==> config.mk <==
export PLATFORM = sky130hd
export DESIGN_NAME = req_encoder_16_to_4
export DESIGN_NICKNAME = d
export VERILOG_FILES = /design/src/rtl/req_encoder_16_to_4.sv
export SDC_FILE = /design/constraint.sdc
export NUM_CORES = 1
export LEC_CHECK = 0
export BUFFER_PORTS_ARGS = -buffer_cell sky130_fd_sc_hd__clkbuf_2
export CAP_MARGIN = 30
export CORE_UTILIZATION = 24
export CTS_BUF_LIST = sky130_fd_sc_hd__clkbuf_8
export DETAILED_ROUTE_END_ITERATION = 7
export HOLD_SLACK_MARGIN = 0.05
export PLACE_DENSITY = 0.44
export REMOVE_ABC_BUFFERS = 1
export SLEW_MARGIN = 0
export SYNTH_ARGS = -nofsm -noshare
export SYNTH_HDL_FRONTEND = slang
export SYNTH_SLANG_ARGS = --single-unit
==> constraint.sdc <==
create_clock -name clk -period 10.28 [get_ports clk]
set_input_delay 0.514 -clock clk [delete_from_list [all_inputs] [get_ports clk]]
set_output_delay 0.514 -clock clk [all_outputs]
set_load 0.005 [all_outputs]
==> src/rtl/req_encoder_16_to_4.sv <==
// req_encoder_16_to_4
// Collects 16 request lines into a sticky pending vector and offers one
// winning index at a time as a 4-bit code with a valid/ack handshake.
// code value i selects pending[i], matching the 4-to-16 decoder mapping.
// Build option: ROUND_ROBIN_EN selects a rotating search that starts one
// past the last accepted code; undefined gives fixed lowest-index priority.
//
// state  | meaning
// IDLE   | nothing offered; grant on the next edge if anything is pending
// GRANT  | valid=1, code held until ack
// RETIRE | one valid-low cycle after an accepted ack; then acts as IDLE
module req_encoder_16_to_4 (
   input  logic        clk,
   input  logic        reset_n,
   input  logic [15:0] req,
   input  logic        ack,
   output logic [3:0]  code,
   output logic        valid,
   output logic [15:0] pending,
   output logic [4:0]  pend_cnt
);

   typedef enum logic [1:0] {IDLE, GRANT, RETIRE} state_t;

   state_t      state;
   state_t      state_nxt;
   logic [3:0]  code_nxt;
   logic        valid_nxt;
   logic [15:0] clr;
   logic [15:0] pending_nxt;
   logic [4:0]  cnt_nxt;
   logic [3:0]  winner;
   logic        win_found;

`ifdef ROUND_ROBIN_EN
   logic [3:0]  ptr;
   logic [3:0]  rr_idx;

   // Rotating search from ptr+1 upward; the 4-bit add wraps 15 -> 0.
   always_comb begin
      winner    = 4'd0;
      win_found = 1'b0;
      rr_idx    = 4'd0;
      for (int i = 1; i <= 16; i++) begin
         rr_idx = ptr + 4'(i);
         if (!win_found && pending[rr_idx]) begin
            winner    = rr_idx;
            win_found = 1'b1;
         end
      end
   end

   // Pointer remembers the last accepted code so the next search starts past it.
   always_ff @(posedge clk) begin
      if (!reset_n) begin
         ptr <= 4'd15;
      end else if (state == GRANT && ack) begin
         ptr <= code;
      end
   end
`else
   // Fixed priority: lowest set index wins.
   always_comb begin
      winner    = 4'd0;
      win_found = 1'b0;
      for (int i = 0; i < 16; i++) begin
         if (!win_found && pending[i]) begin
            winner    = 4'(i);
            win_found = 1'b1;
         end
      end
   end
`endif

   // Next state, next registered outputs and the retire mask for an accepted ack.
   always_comb begin
      state_nxt = state;
      code_nxt  = code;
      valid_nxt = valid;
      clr       = 16'd0;
      case (state)
         IDLE, RETIRE: begin
            if (|pending) begin
               code_nxt  = winner;
               valid_nxt = 1'b1;
               state_nxt = GRANT;
            end else begin
               valid_nxt = 1'b0;
               state_nxt = IDLE;
            end
         end
         GRANT: begin
            if (ack) begin
               clr       = 16'd1 << code;
               valid_nxt = 1'b0;
               state_nxt = RETIRE;
            end
         end
         default: begin
            valid_nxt = 1'b0;
            state_nxt = IDLE;
         end
      endcase
   end

   // Set wins over clear so a request arriving in the ack cycle is not lost.
   always_comb begin
      pending_nxt = (pending & ~clr) | req;
      cnt_nxt     = 5'd0;
      for (int i = 0; i < 16; i++) begin
         cnt_nxt = cnt_nxt + 5'(pending_nxt[i]);
      end
   end

   // State and all outputs are registered; requests in a reset cycle are dropped.
   always_ff @(posedge clk) begin
      if (!reset_n) begin
         state    <= IDLE;
         code     <= 4'd0;
         valid    <= 1'b0;
         pending  <= 16'd0;
         pend_cnt <= 5'd0;
      end else begin
         state    <= state_nxt;
         code     <= code_nxt;
         valid    <= valid_nxt;
         pending  <= pending_nxt;
         pend_cnt <= cnt_nxt;
      end
   end

endmodule

Word level (Yosys, flattened, before mapping)

Index checks and enable logic that the tools add are counted.

Word-level logic and storage cells: 99
Register bits after elaboration: 28
Input bits: 19

Shift-type cells: 1
Reductions and logical operators: 34
Equal/unequal tests: 3
Add/subtract/negate cells: 15
Bitwise logic cells: 3
Muxes and demuxes: 38

Operators by type and width:

| operator                                                           | number |
|---|---|
| 4-bit two-way mux                                                  | 14 |
| 5-bit by 1-bit adder with 5-bit output                             | 11 |
| 16-bit two-way mux                                                 | 2 |
| 1-bit two-way mux                                                  | 19 |
| 16-bit bitwise AND                                                 | 1 |
| 16-bit inverter                                                    | 1 |
| 16-bit OR                                                          | 1 |
| 16-bit OR reduction                                                | 1 |
| 1-bit by 4-bit left shift with 16-bit output, first input constant | 1 |
| 1-bit logical AND                                                  | 15 |
| 1-bit logical NOT                                                  | 15 |
| 4-bit by 1-bit adder with 5-bit output                             | 1 |
| 3-bit by 1-bit adder with 4-bit output                             | 1 |
| 2-bit one-hot mux with 2 select lines                              | 1 |
| 2-bit by 1-bit adder with 3-bit output                             | 1 |
| 1-bit by 1-bit adder with 2-bit output                             | 1 |
| 2-bit by 1-bit == test with 1-bit output, second input constant    | 1 |
| 2-bit == test, second input constant                               | 1 |
| 2-bit logical NOT                                                  | 1 |
| 2-bit two-way mux                                                  | 1 |
| 2-bit inequality test, second input constant                       | 1 |
| 1-bit one-hot mux with 2 select lines                              | 1 |
| 2-bit AND reduction                                                | 1 |
| 2-bit OR reduction                                                 | 1 |

Longest topological paths before layout

Gate-level depths: netlist (run 1).

Word-level depth: 46
Mapped depth: 17
Gate-level depth less buffers: 17

Worst setup path before layout (run 1)

Ideal clock, no wire load.

Path kind: input-to-reg
From: in ack
To: reg pend_cnt[3]
Library setup time: 0.128 ns
Slack: 5.911 ns
Data arrival time: 4.241 ns
Stages on the path: 15
Buffers on the path: 0
Cells stage by stage: or3b_2 -> nor2_1 -> nand2_1 -> a21o_1 -> fa_1 -> inv_1 -> fa_1 -> fa_1 -> fa_1 -> inv_1 -> ha_1 -> a21o_1 -> a21oi_1 -> xor2_1 -> nor2_1

Longest elaborated chain between the ends: 20

RTL lines:

| what                                                  | RTL line | source |
|---|---|---|
| start, declared                                       | 16       | `input logic ack,` |
| 16-bit two-way mux                                    | 93       | `if (ack) begin` |
| 16-bit two-way mux                                    | 81       | `case (state)` |
| 16-bit inverter                                       | 108      | `pending_nxt = (pending & ~clr) \| req;` |
| 16-bit bitwise AND                                    | 108      |  |
| 16-bit OR                                             | 108      |  |
| via pending_nxt[0]                                    | 30       | `logic [15:0] pending_nxt;` |
| 1-bit by 1-bit adder with 2-bit output                | 111      | `cnt_nxt = cnt_nxt + 5'(pending_nxt[i]);` |
| 2-bit by 1-bit adder with 3-bit output                | 111      |  |
| 3-bit by 1-bit adder with 4-bit output                | 111      |  |
| 4-bit by 1-bit adder with 5-bit output                | 111      |  |
| 5-bit by 1-bit adder with 5-bit output (11 in series) | 111      |  |
| end signal, assigned                                  | 128      | `pend_cnt <= cnt_nxt;` |
| end, declared                                         | 20       | `output logic [4:0] pend_cnt` |

The timed path passes the listed nets, and every way through them passes these cells.
A chain may end at the register's enable or synchronous reset.

Worst setup path after layout (run 1)

From: reg state[1]
To: reg pend_cnt[4]

Longest elaborated chain between the ends: 20

RTL lines:

| what                                                  | RTL line | source |
|---|---|---|
| start, declared                                       | 25       | `state_t state;` |
| start signal, assigned                                | 124      | `state <= state_nxt;` |
| 2-bit by 1-bit == test with 1-bit output              | 81       |  |
| 16-bit two-way mux                                    | 81       |  |
| 16-bit inverter                                       | 108      |  |
| 16-bit bitwise AND                                    | 108      |  |
| 16-bit OR                                             | 108      |  |
| via pending_nxt[0]                                    | 30       |  |
| 1-bit by 1-bit adder with 2-bit output                | 111      |  |
| 2-bit by 1-bit adder with 3-bit output                | 111      |  |
| 3-bit by 1-bit adder with 4-bit output                | 111      |  |
| 4-bit by 1-bit adder with 5-bit output                | 111      |  |
| 5-bit by 1-bit adder with 5-bit output (11 in series) | 111      |  |

The timed path passes the listed nets, and every way through them passes these cells.

==> results.yml, run 1 <==
run_status:
  outcome: "finished, final reports clean"
routing:
  routed_via_density: 4.54
  drt_iter0_drc: 60
  first_pass_iters: 4
  wl_met1_um: 2080
  num_vias: 1321
  ant_nets: 0
  wl_met3_um: 178
  route.met2.wl_um: 1820
  wl_um: 4130
  detail_route.wl_per_cell_um: 14.2
  highest_layer: "met4"
  drc_errors: 0
setup_path:
  path_max_fanout: 4
  crit_required_ns: 10.51
  slowest_stage: "fa_1"
  endpoint_kind: "register"
  cp_cell_sequence: "or3b_2, nor2_1, nand2_1, a21o_1, fa_1, inv_1, fa_1, fa_1, fa_1, inv_1, ha_1, inv_1, fa_1, nor2b_1, o211a_1"
  crit_top_cell: "fa_1"
  cp-start-kind: "register"
  cp_slowest_stage_delay_ns: 0.53
  critical_path_class: "reg -> reg"
  cp.arrival_ns: 4.68
synth:
  yosys.cell_types.count: 34
  synth-edff-count: 0
  syn_area_per_cell_sq_um: 8.97
  yosys-top-cells-area: "dfxtp_1, fa_1, nor2_1, a21oi_1, and2_1"
  synthSimpleGateAreaFrac_pct: 24.2
  syn_area_sq_um: 1530
  yosysWarnings: 0
  synth_top_cell_by_area: "dfxtp_1"
  yosys-top-cells-count: "dfxtp_1, nor2_1, nand2_1"
  synth_cells: 171
  synth_mux_area_share_pct: 0
  synth.top_cell.area_share_pct: 36.5
  synth-compound-area-share_pct: 16.6
  synthXorXnorAreaFrac_pct: 0.571
  synth.most_common_cell: "dfxtp_1"
  synth_seq_area_share_pct: 36.5
  synthAdderAreaFrac_pct: 17.1
  ys.flop_type: "dfxtp_1"
  synth_top_family_by_area: "simple AND/OR/NAND/NOR gates"
  synth-seq-cells: 28
  async_flop_share_pct: 0
timing:
  setup-violations-final: 0
  slew_viol_final: 0
  worst_pin_slew_ns: 0.435
  post-route-period-util_pct: 43.3
  timing_hold_violations_final: 0
  timing.fmax_ghz: 0.225
  skew_ns: 0.00769
  rsz0062_at_grt: "false"
  final.setup.tns_ns: 0
  relSlewSlack_pct: 71.0
  layout_min_cycle_time_ns: 4.45
global_route:
  grt_util_all_layers_pct: 13.5
  grt_start_max_net_pins: 19
  first_global_vias: 1364
  overflow: 0
  antenna_found_initial: 0
  grt_pass1_wl_um: 6680
finish:
  n_antenna_cell: 0
  area_growth_syn_to_layout_pct: 22.8
  fin_nets: 251
  layout-drive-gt1-share_pct: 25.0
  instances_no_fill: 291
placed_design:
  hpwl_um: 3280
  gp_congestion: 0.796
  dp.cells: 287
  port_buffers: 44
pwr:
  power_density_nw_per_um2: 183
  leakage_nw: 0.864
  vdd_drop_max_mv: 0.0831
clock_network:
  clk_latency_ns: 0.28
  cts_made_buffers: 3
  path_clk_slew_ns: 0.10
  clockBufferDepth: 2
  cts_resized: 0
  cts_tree: "yes"
  cts_root_buffer: "clkbuf_8"
  htree_levels: 1
  holdBufCountCts: 0
  numClockSinks: 28
  cts_setup_buffers: 0
die:
  core_sq_um: 6030
  rows: 28
  die_x_um: 81.9
  die_area_sq_um: 6710
  pin_count: 45
  fp.dieH_um: 81.9
  initial_utilization_pct: 25.5
run:
  cap_violations: 0
worst_hold_path:
  hp-class: "in -> reg"
==> worst max-delay path, delay by kind of cell (launching register included) <==
kind	cells	cell delay (ns)
and+or+nand+nor	4	0.98
AOI/OAI and AO/OA	2	0.37
DFF	1	0.34
buffers and inverters	3	0.18
adders and majority gates	6	2.53
==> metrics by stage <==
step           hold WS, ns  setup WS, ns  power, mW  utilization [%]  area (sq um)
2_1_floorplan        0.486          5.91      0.235                -          1520
3_3_place_gp         0.502          5.53      0.277             30.4          1830
3_5_place_dp         0.506          5.55      0.278             30.4          1830
4_1_cts              0.466          5.81      0.353             31.3          1880
5_1_grt              0.490          5.56      0.385             31.3          1880
6_report             0.482          5.83      0.345             31.3          1880
==> worst paths after layout <==
path / startpoint / endpoint / slack (ns) / cells past startpoint
worst max register to register: state[1]$_SDFFE_PN0P_ / pend_cnt[4]$_SDFF_PN0_ / 5.83 / 15
worst max-delay path: state[1]$_SDFFE_PN0P_ / pend_cnt[4]$_SDFF_PN0_ / 5.83 / 15
worst min-delay path: req[6] / pending[6]$_SDFF_PN0_ / 0.48 / 3
worst min register to register: code[0]$_SDFFE_PN0P_ / code[0]$_SDFFE_PN0P_ / 0.53 / 2
==> sequential cells by signal, summed over array words and instances, names as in the netlist <==
name      cells
pending      16
pend_cnt      5
valid         1
state         2
code          4
==> area by class of cell <==
type | count | area, sq um
clock buffer | 4 | 55.1
sequential | 28 | 561
tap | 75 | 93.8
fill | 668 | 4140
multi-input combinational | 125 | 898
timing repair buffer | 44 | 220
inverter | 15 | 56.3
==> cells by family (layout without fill, tap and decap cells) <==
group                      Yosys count  after routing
adders and majority gates           15             15
and+or+nand+nor                     71             71
buffers and inverters               18             63
DFF                                 28             28
xor gates and xnor gates             1              1
AOI/OAI and AO/OA                   38             38
==> cell usage in the layout, fill, tap and decap left out, types with 3 or more instances in the layout <==
| master | count |
|---|---|
| nor2_1 | 22 |
| clkbuf_2 | 44 |
| inv_1 | 15 |
| nand2_1 | 16 |
| a21o_1 | 9 |
| a21oi_1 | 14 |
| o31ai_1 | 3 |
| fa_1 | 10 |
| nor2b_1 | 5 |
| dfxtp_1 | 28 |
| nand3_1 | 3 |
| clkbuf_8 | 4 |
| and2_1 | 11 |
| nor3_1 | 4 |
| ha_1 | 5 |
==> power by group <==
group / switching (mW) / internal [mW]
logic: 0.0714 / 0.0674
registers: 0.0117 / 0.123
clock network: 0.0371 / 0.0344
==> layer usage <==
| metal | up-vias | GRT usage [%] |
|---|---|---|
| li1 | 665 | - |
| met4 | 0 | 6.14 |
| met1 | 617 | 18.2 |
| met2 | 34 | 21.2 |
| met3 | 5 | 2.00 |
| met5 | - | 0 |
Note: power is estimated with default switching activity, not from simulation.
==> inputs of run 2 (changes only) <==
--- a/config.mk
+++ b/config.mk
@@ -5,13 +5,14 @@
 export SDC_FILE = /design/constraint.sdc
 export NUM_CORES = 1
 export LEC_CHECK = 0
+export ABC_AREA = 1
 export BUFFER_PORTS_ARGS = -buffer_cell sky130_fd_sc_hd__clkbuf_2
 export CAP_MARGIN = 30
 export CORE_UTILIZATION = 24
 export CTS_BUF_LIST = sky130_fd_sc_hd__clkbuf_8
 export DETAILED_ROUTE_END_ITERATION = 7
 export HOLD_SLACK_MARGIN = 0.05
-export PLACE_DENSITY = 0.44
+export PLACE_DENSITY = 0.43
 export REMOVE_ABC_BUFFERS = 1
 export SLEW_MARGIN = 0
 export SYNTH_ARGS = -nofsm -noshare
==> constraint.sdc (replaced) <==
create_clock -name clk -period 4.39 [get_ports clk]
set_input_delay 0.2195 -clock clk [delete_from_list [all_inputs] [get_ports clk]]
set_output_delay 0.2195 -clock clk [all_outputs]
set_load 0.005 [all_outputs]
==> run 2 against run 1 <==
Die area increased by 14%. Cell area rose by 16%. Area after synthesis increased by 15%. Register-to-register slack worse by 5.6 ns. Sequential share of layout area decreased by 4.1 points. Critical endpoint unchanged. Non-clock buffer count up 5. Clock-buffer cell count decreased by 1.
==> results.yml, run 2 <==
clock_network:
  cts_tree: "yes"
  path_clk_slew_ns: 0.10
  cts_made_buffers: 3
  clk_latency_ns: 0.28
  htree_levels: 1
  cts_root_buffer: "clkbuf_8"
  holdBufCountCts: 0
  numClockSinks: 28
  clockBufferDepth: 2
timing:
  slew_viol_final: 0
  post-route-period-util_pct: 93.6
  skew_ns: 0.0114
  timing_hold_violations_final: 0
  hold_ws_ns: 0.169
  worst_pin_slew_ns: 0.869
  relSlewSlack_pct: 42.0
  setup-violations-final: 0
  layout_min_cycle_time_ns: 4.11
  final.setup.tns_ns: 0
  timing.fmax_ghz: 0.243
die:
  die_x_um: 87.6
  fp.dieH_um: 87.6
  die_area_sq_um: 7670
  rows: 30
  initial_utilization_pct: 25.3
  pin_count: 45
  core_sq_um: 6940
synth:
  synth_seq_area_share_pct: 31.9
  synthAdderAreaFrac_pct: 15.0
  synthXorXnorAreaFrac_pct: 0
  async_flop_share_pct: 0
  synth_top_family_by_area: "simple AND/OR/NAND/NOR gates"
  synth-compound-area-share_pct: 13.2
  yosys-top-cells-count: "nand2_1, inv_1, dfxtp_1"
  syn_area_sq_um: 1760
  synth_top_cell_by_area: "dfxtp_1"
  synth.most_common_cell: "nand2_1"
  syn_area_per_cell_sq_um: 7.57
  ys.flop_type: "dfxtp_1"
  yosysWarnings: 0
  synth-edff-count: 0
  synth_cells: 232
  synth.top_cell.area_share_pct: 31.9
  synthSimpleGateAreaFrac_pct: 29.7
  synth-seq-cells: 28
  synth_mux_area_share_pct: 0
  yosys-top-cells-area: "dfxtp_1, fa_1, nand2_1, inv_1, a21oi_1"
  yosys.cell_types.count: 25
finish:
  stdcell_area_sq_um: 2190
  n_antenna_cell: 0
  final_common_cell: "nand2_1"
  largest_reg_flops: 16
  largest-register: "pending"
  layout-drive-gt1-share_pct: 32.3
  fin_nets: 318
  final_cell_mix: "nand2_1, clkbuf_2, inv_1, dfxtp_1"
  post-route-util_pct: 31.6
  area_growth_syn_to_layout_pct: 24.9
  num-fill-cells: 795
  top_regs: "pending (16), pend_cnt (5), code (4)"
routing:
  routed_via_density: 4.21
  first_pass_iters: 5
  detail_route.wl_per_cell_um: 12.6
  num_vias: 1590
  drt_iter0_drc: 61
  drc_errors: 0
  wl_um: 4770
  ant_nets: 0
setup_path:
  endpoint_kind: "register"
  critical_path_class: "reg -> reg"
  path_max_fanout: 5
  cp.arrival_ns: 4.32
  cp-start-kind: "register"
  crit_start: "state[0]$_SDFFE_PN0P_"
  reg2reg_from: "state[0]$_SDFFE_PN0P_"
  crit_required_ns: 4.60
pwr:
  leakage_nw: 1.05
  finalPower_mw: 0.818
  power_density_nw_per_um2: 373
  vdd_drop_max_mv: 0.153
worst_hold_path:
  holdCritStartpoint: "req[15]"
  hp-class: "in -> reg"
placed_design:
  hpwl_um: 3980
  dpl_cell_area_sq_um: 2100
  port_buffers: 44
  gp_congestion: 0.817
global_route:
  busiest_layer: "met2"
  grt_util_all_layers_pct: 13.8
  overflow: 0
  first_global_vias: 1603
  grt_start_max_net_pins: 25
  use_met2_pct: 21.7
  grt_use_met3_pct: 2.36
  antenna_found_initial: 0
  grt_pass1_wl_um: 7850
  met1_usage_pct: 19.4
run_status:
  outcome: "finished, final reports clean"
run:
  cap_violations: 0
run 2: metal layers:
layer | vias to the layer above | wire (um)
li1 | 820 | -
met1 | 733 | 2350
met2 | 33 | 2190
met3 | 4 | 190
met4 | 0 | 46
met5 | - | 0
run 2: power by group:
part	internal, mW	total, mW	switching [mW]	leakage [nW]
clock	0.0618	0.146	0.0841	0.0216
sequential	0.289	0.315	0.0256	0.234
combinational	0.161	0.358	0.197	0.797
run 2: worst paths after layout:
check             slack (ns)                endpoint  cells after the start
setup reg to reg        0.28  pend_cnt[4]$_SDFF_PN0_                     19
hold / removal          0.17  pending[15]$_SDFF_PN0_                      3
setup / recovery        0.28  pend_cnt[4]$_SDFF_PN0_                     19
hold reg to reg         0.50      valid$_SDFFE_PN0P_                      2
run 2: cell families after synthesis:
kind of cell    Yosys count
compound gates           39
flops                    28
simple gates            102
fa+ha+maj                15
buf+inv                  48
run 2: repair_timing:
action | CTS | global route
resized for setup | 0 | 10
setup buffers | 0 | 3
setup endpoints to repair | 0 | 4
run 2: final cells by class:
cell class | instances | area, sq um | share of cell area (%)
clock buffers | 3 | 41.3 | 1.88
repair buffers | 49 | 262 | 11.9
well taps | 96 | 120 | 5.48
flip-flops and latches | 28 | 562 | 25.6
inverters | 46 | 173 | 7.87
multi-input cells | 156 | 1040 | 47.2
run 2: per-stage QoR:
| stage | std cells | setup slack (ns) |
|---|---|---|
| after floorplan | 230 | 0.465 |
| after global placement | 372 | 0.199 |
| after detailed placement | 372 | 0.148 |
| after CTS | 375 | 0.110 |
| after global routing | 378 | -0.00766 |
| final | 378 | 0.281 |
run 2: critical path: stages, from the launching register on:
cell and delay (ns):
dfxtp_2 0.34, inv_2 0.08, nor2_4 0.15, nand2_4 0.08, nor2_4 0.16, inv_1 0.08, o21ai_2 0.15, nand2_2 0.08
fa_1 0.49, fa_1 0.49, inv_1 0.05, fa_1 0.53, fa_1 0.41, inv_1 0.07, ha_2 0.17, inv_1 0.06
fa_2 0.37, nor2_2 0.11, o21ai_0 0.07, nor2_1 0.09
==> inputs of run 3 (changes only) <==
--- a/config.mk
+++ b/config.mk
@@ -13,6 +13,7 @@
 export DETAILED_ROUTE_END_ITERATION = 7
 export HOLD_SLACK_MARGIN = 0.05
 export PLACE_DENSITY = 0.43
+export RECOVER_POWER = 50
 export REMOVE_ABC_BUFFERS = 1
 export SLEW_MARGIN = 0
 export SYNTH_ARGS = -nofsm -noshare
==> run 3 against run 2 <==
Sequential power is essentially flat. Total power shrank 0.54%. Register-to-register slack is essentially flat. Non-clock buffer count is the same. Clock skew shrank 0.0012 ns. Die area is the same. Sequential cell count is the same. Combinational power shrank 1%. Routed wire length grew 0.15%. Global-route usage is the same. Via count shrank 0.38%.
==> results.yml, run 3 (synthesized netlist as in run 2, its figures left out) <==
run_status:
  outcome: "finished, final reports clean"
global_route:
  antenna_found_initial: 0
  grt_pass1_wl_um: 7850
  grt_util_all_layers_pct: 13.8
  overflow: 0
  grt_start_max_net_pins: 25
  first_global_vias: 1603
clock_network:
  clk_latency_ns: 0.28
  clockBufferDepth: 2
  cts_made_buffers: 3
  path_clk_slew_ns: 0.10
  cts_root_buffer: "clkbuf_8"
  numClockSinks: 28
  cts_tree: "yes"
  htree_levels: 1
finish:
  largest-register: "pending"
  largest_reg_flops: 16
  layout-drive-gt1-share_pct: 27.7
  fin_nets: 318
  num-fill-cells: 802
  seqCellArea_sq_um: 562
  final_common_cell: "nand2_1"
  area_growth_syn_to_layout_pct: 23.9
  top_regs: "pending (16), pend_cnt (5), code (4)"
  final_cell_mix: "nand2_1, inv_1, clkbuf_2, dfxtp_1"
  n_antenna_cell: 0
  multi_input_area_sq_um: 1040
worst_hold_path:
  hp-class: "in -> reg"
die:
  die_x_um: 87.6
  pin_count: 45
  fp.dieH_um: 87.6
  die_area_sq_um: 7670
  initial_utilization_pct: 25.3
  core_sq_um: 6940
  rows: 30
placed_design:
  port_buffers: 44
  post-place-ws_ns: 0.148
  hpwl_um: 3980
  gp_congestion: 0.817
setup_path:
  critical_path_class: "reg -> reg"
  cp.arrival_ns: 4.32
  cp-start-kind: "register"
  endpoint_kind: "register"
  path_max_fanout: 5
  crit_required_ns: 4.60
routing:
  num_vias: 1584
  wl_um: 4780
  drc_errors: 0
  ant_nets: 0
  detail_route.wl_per_cell_um: 12.6
  first_pass_iters: 4
  routed_via_density: 4.19
  drt_iter0_drc: 48
timing:
  hold_ws_ns: 0.171
  worst_pin_slew_ns: 0.870
  setup_slack_ns: 0.280
  post-route-period-util_pct: 93.6
  timing.fmax_ghz: 0.243
  setup-violations-final: 0
  relSlewSlack_pct: 41.9
  skew_ns: 0.0102
  slew_viol_final: 0
  layout_min_cycle_time_ns: 4.11
  final.setup.tns_ns: 0
  timing_hold_violations_final: 0
pwr:
  finalPower_mw: 0.814
  power_density_nw_per_um2: 374
  vdd_drop_max_mv: 0.154
  leakage_nw: 1.01
run:
  cap_violations: 0
==> run 3: changes by cell type in the layout (fill, tap and decap cells not counted), sizes merged <==
cell / delta
buf: +1
clkbuf: -1
==> run 3: final timing paths <==
| kind | start | slack [ns] | to | depth (start not counted) |
|---|---|---|---|---|
| setup / recovery | state[0]$_SDFFE_PN0P_ | 0.28 | pend_cnt[4]$_SDFF_PN0_ | 19 |
| hold / removal | req[15] | 0.17 | pending[15]$_SDFF_PN0_ | 3 |
| setup reg to reg | state[0]$_SDFFE_PN0P_ | 0.28 | pend_cnt[4]$_SDFF_PN0_ | 19 |
| hold reg to reg | valid$_SDFFE_PN0P_ | 0.50 | valid$_SDFFE_PN0P_ | 2 |
==> run 3: cell type report <==
type / instances / share of cell area, %
multi-input combinational: 156 / 47.6
sequential: 28 / 25.8
timing repair buffer: 49 / 11.3
inverter: 46 / 7.93
tap: 96 / 5.52
clock buffer: 3 / 1.90
==> run 3: timing repair <==
| item | 4_1_cts | 5_1_grt |
|---|---|---|
| endpoints found under the setup margin | 0 | 4 |
| hold buffers | 0 | 0 |
| setup buffers | 0 | 3 |
| resized for setup | 0 | 10 |
==> run 3: worst max-delay path: stages, from the launching register on <==
cell and delay (ns):
dfxtp_2 0.34, inv_2 0.08, nor2_4 0.15, nand2_4 0.08, nor2_4 0.16, inv_1 0.08, o21ai_2 0.15, nand2_2 0.08
fa_1 0.49, fa_1 0.49, inv_1 0.05, fa_1 0.53, fa_1 0.41, inv_1 0.07, ha_2 0.17, inv_1 0.06
fa_2 0.38, nor2_2 0.11, o21ai_0 0.07, nor2_1 0.09
==> run 3: routing by layer <==
| metal | global-route usage [%] | up-vias | routed length, um |
|---|---|---|---|
| met5 | 0 | - | 0 |
| met4 | 4.02 | 0 | 46 |
| met3 | 2.36 | 4 | 220 |
| met2 | 21.7 | 37 | 2180 |
| met1 | 19.4 | 723 | 2330 |
| li1 | - | 820 | - |
==> run 3: through the flow <==
stage               util, %  cells  area, sq um
floorplan                 -    230         1750
global placement       30.3    372         2100
detailed placement     30.3    372         2100
CTS                    30.9    375         2150
global route           31.4    378         2180
finish                 31.4    378         2180
==> run 3: power by group <==
group | leakage [nW] | switching (mW) | internal, mW
Combinational | 0.756 | 0.197 | 0.157
Clock | 0.0216 | 0.0834 | 0.0618
Sequential | 0.234 | 0.0256 | 0.289
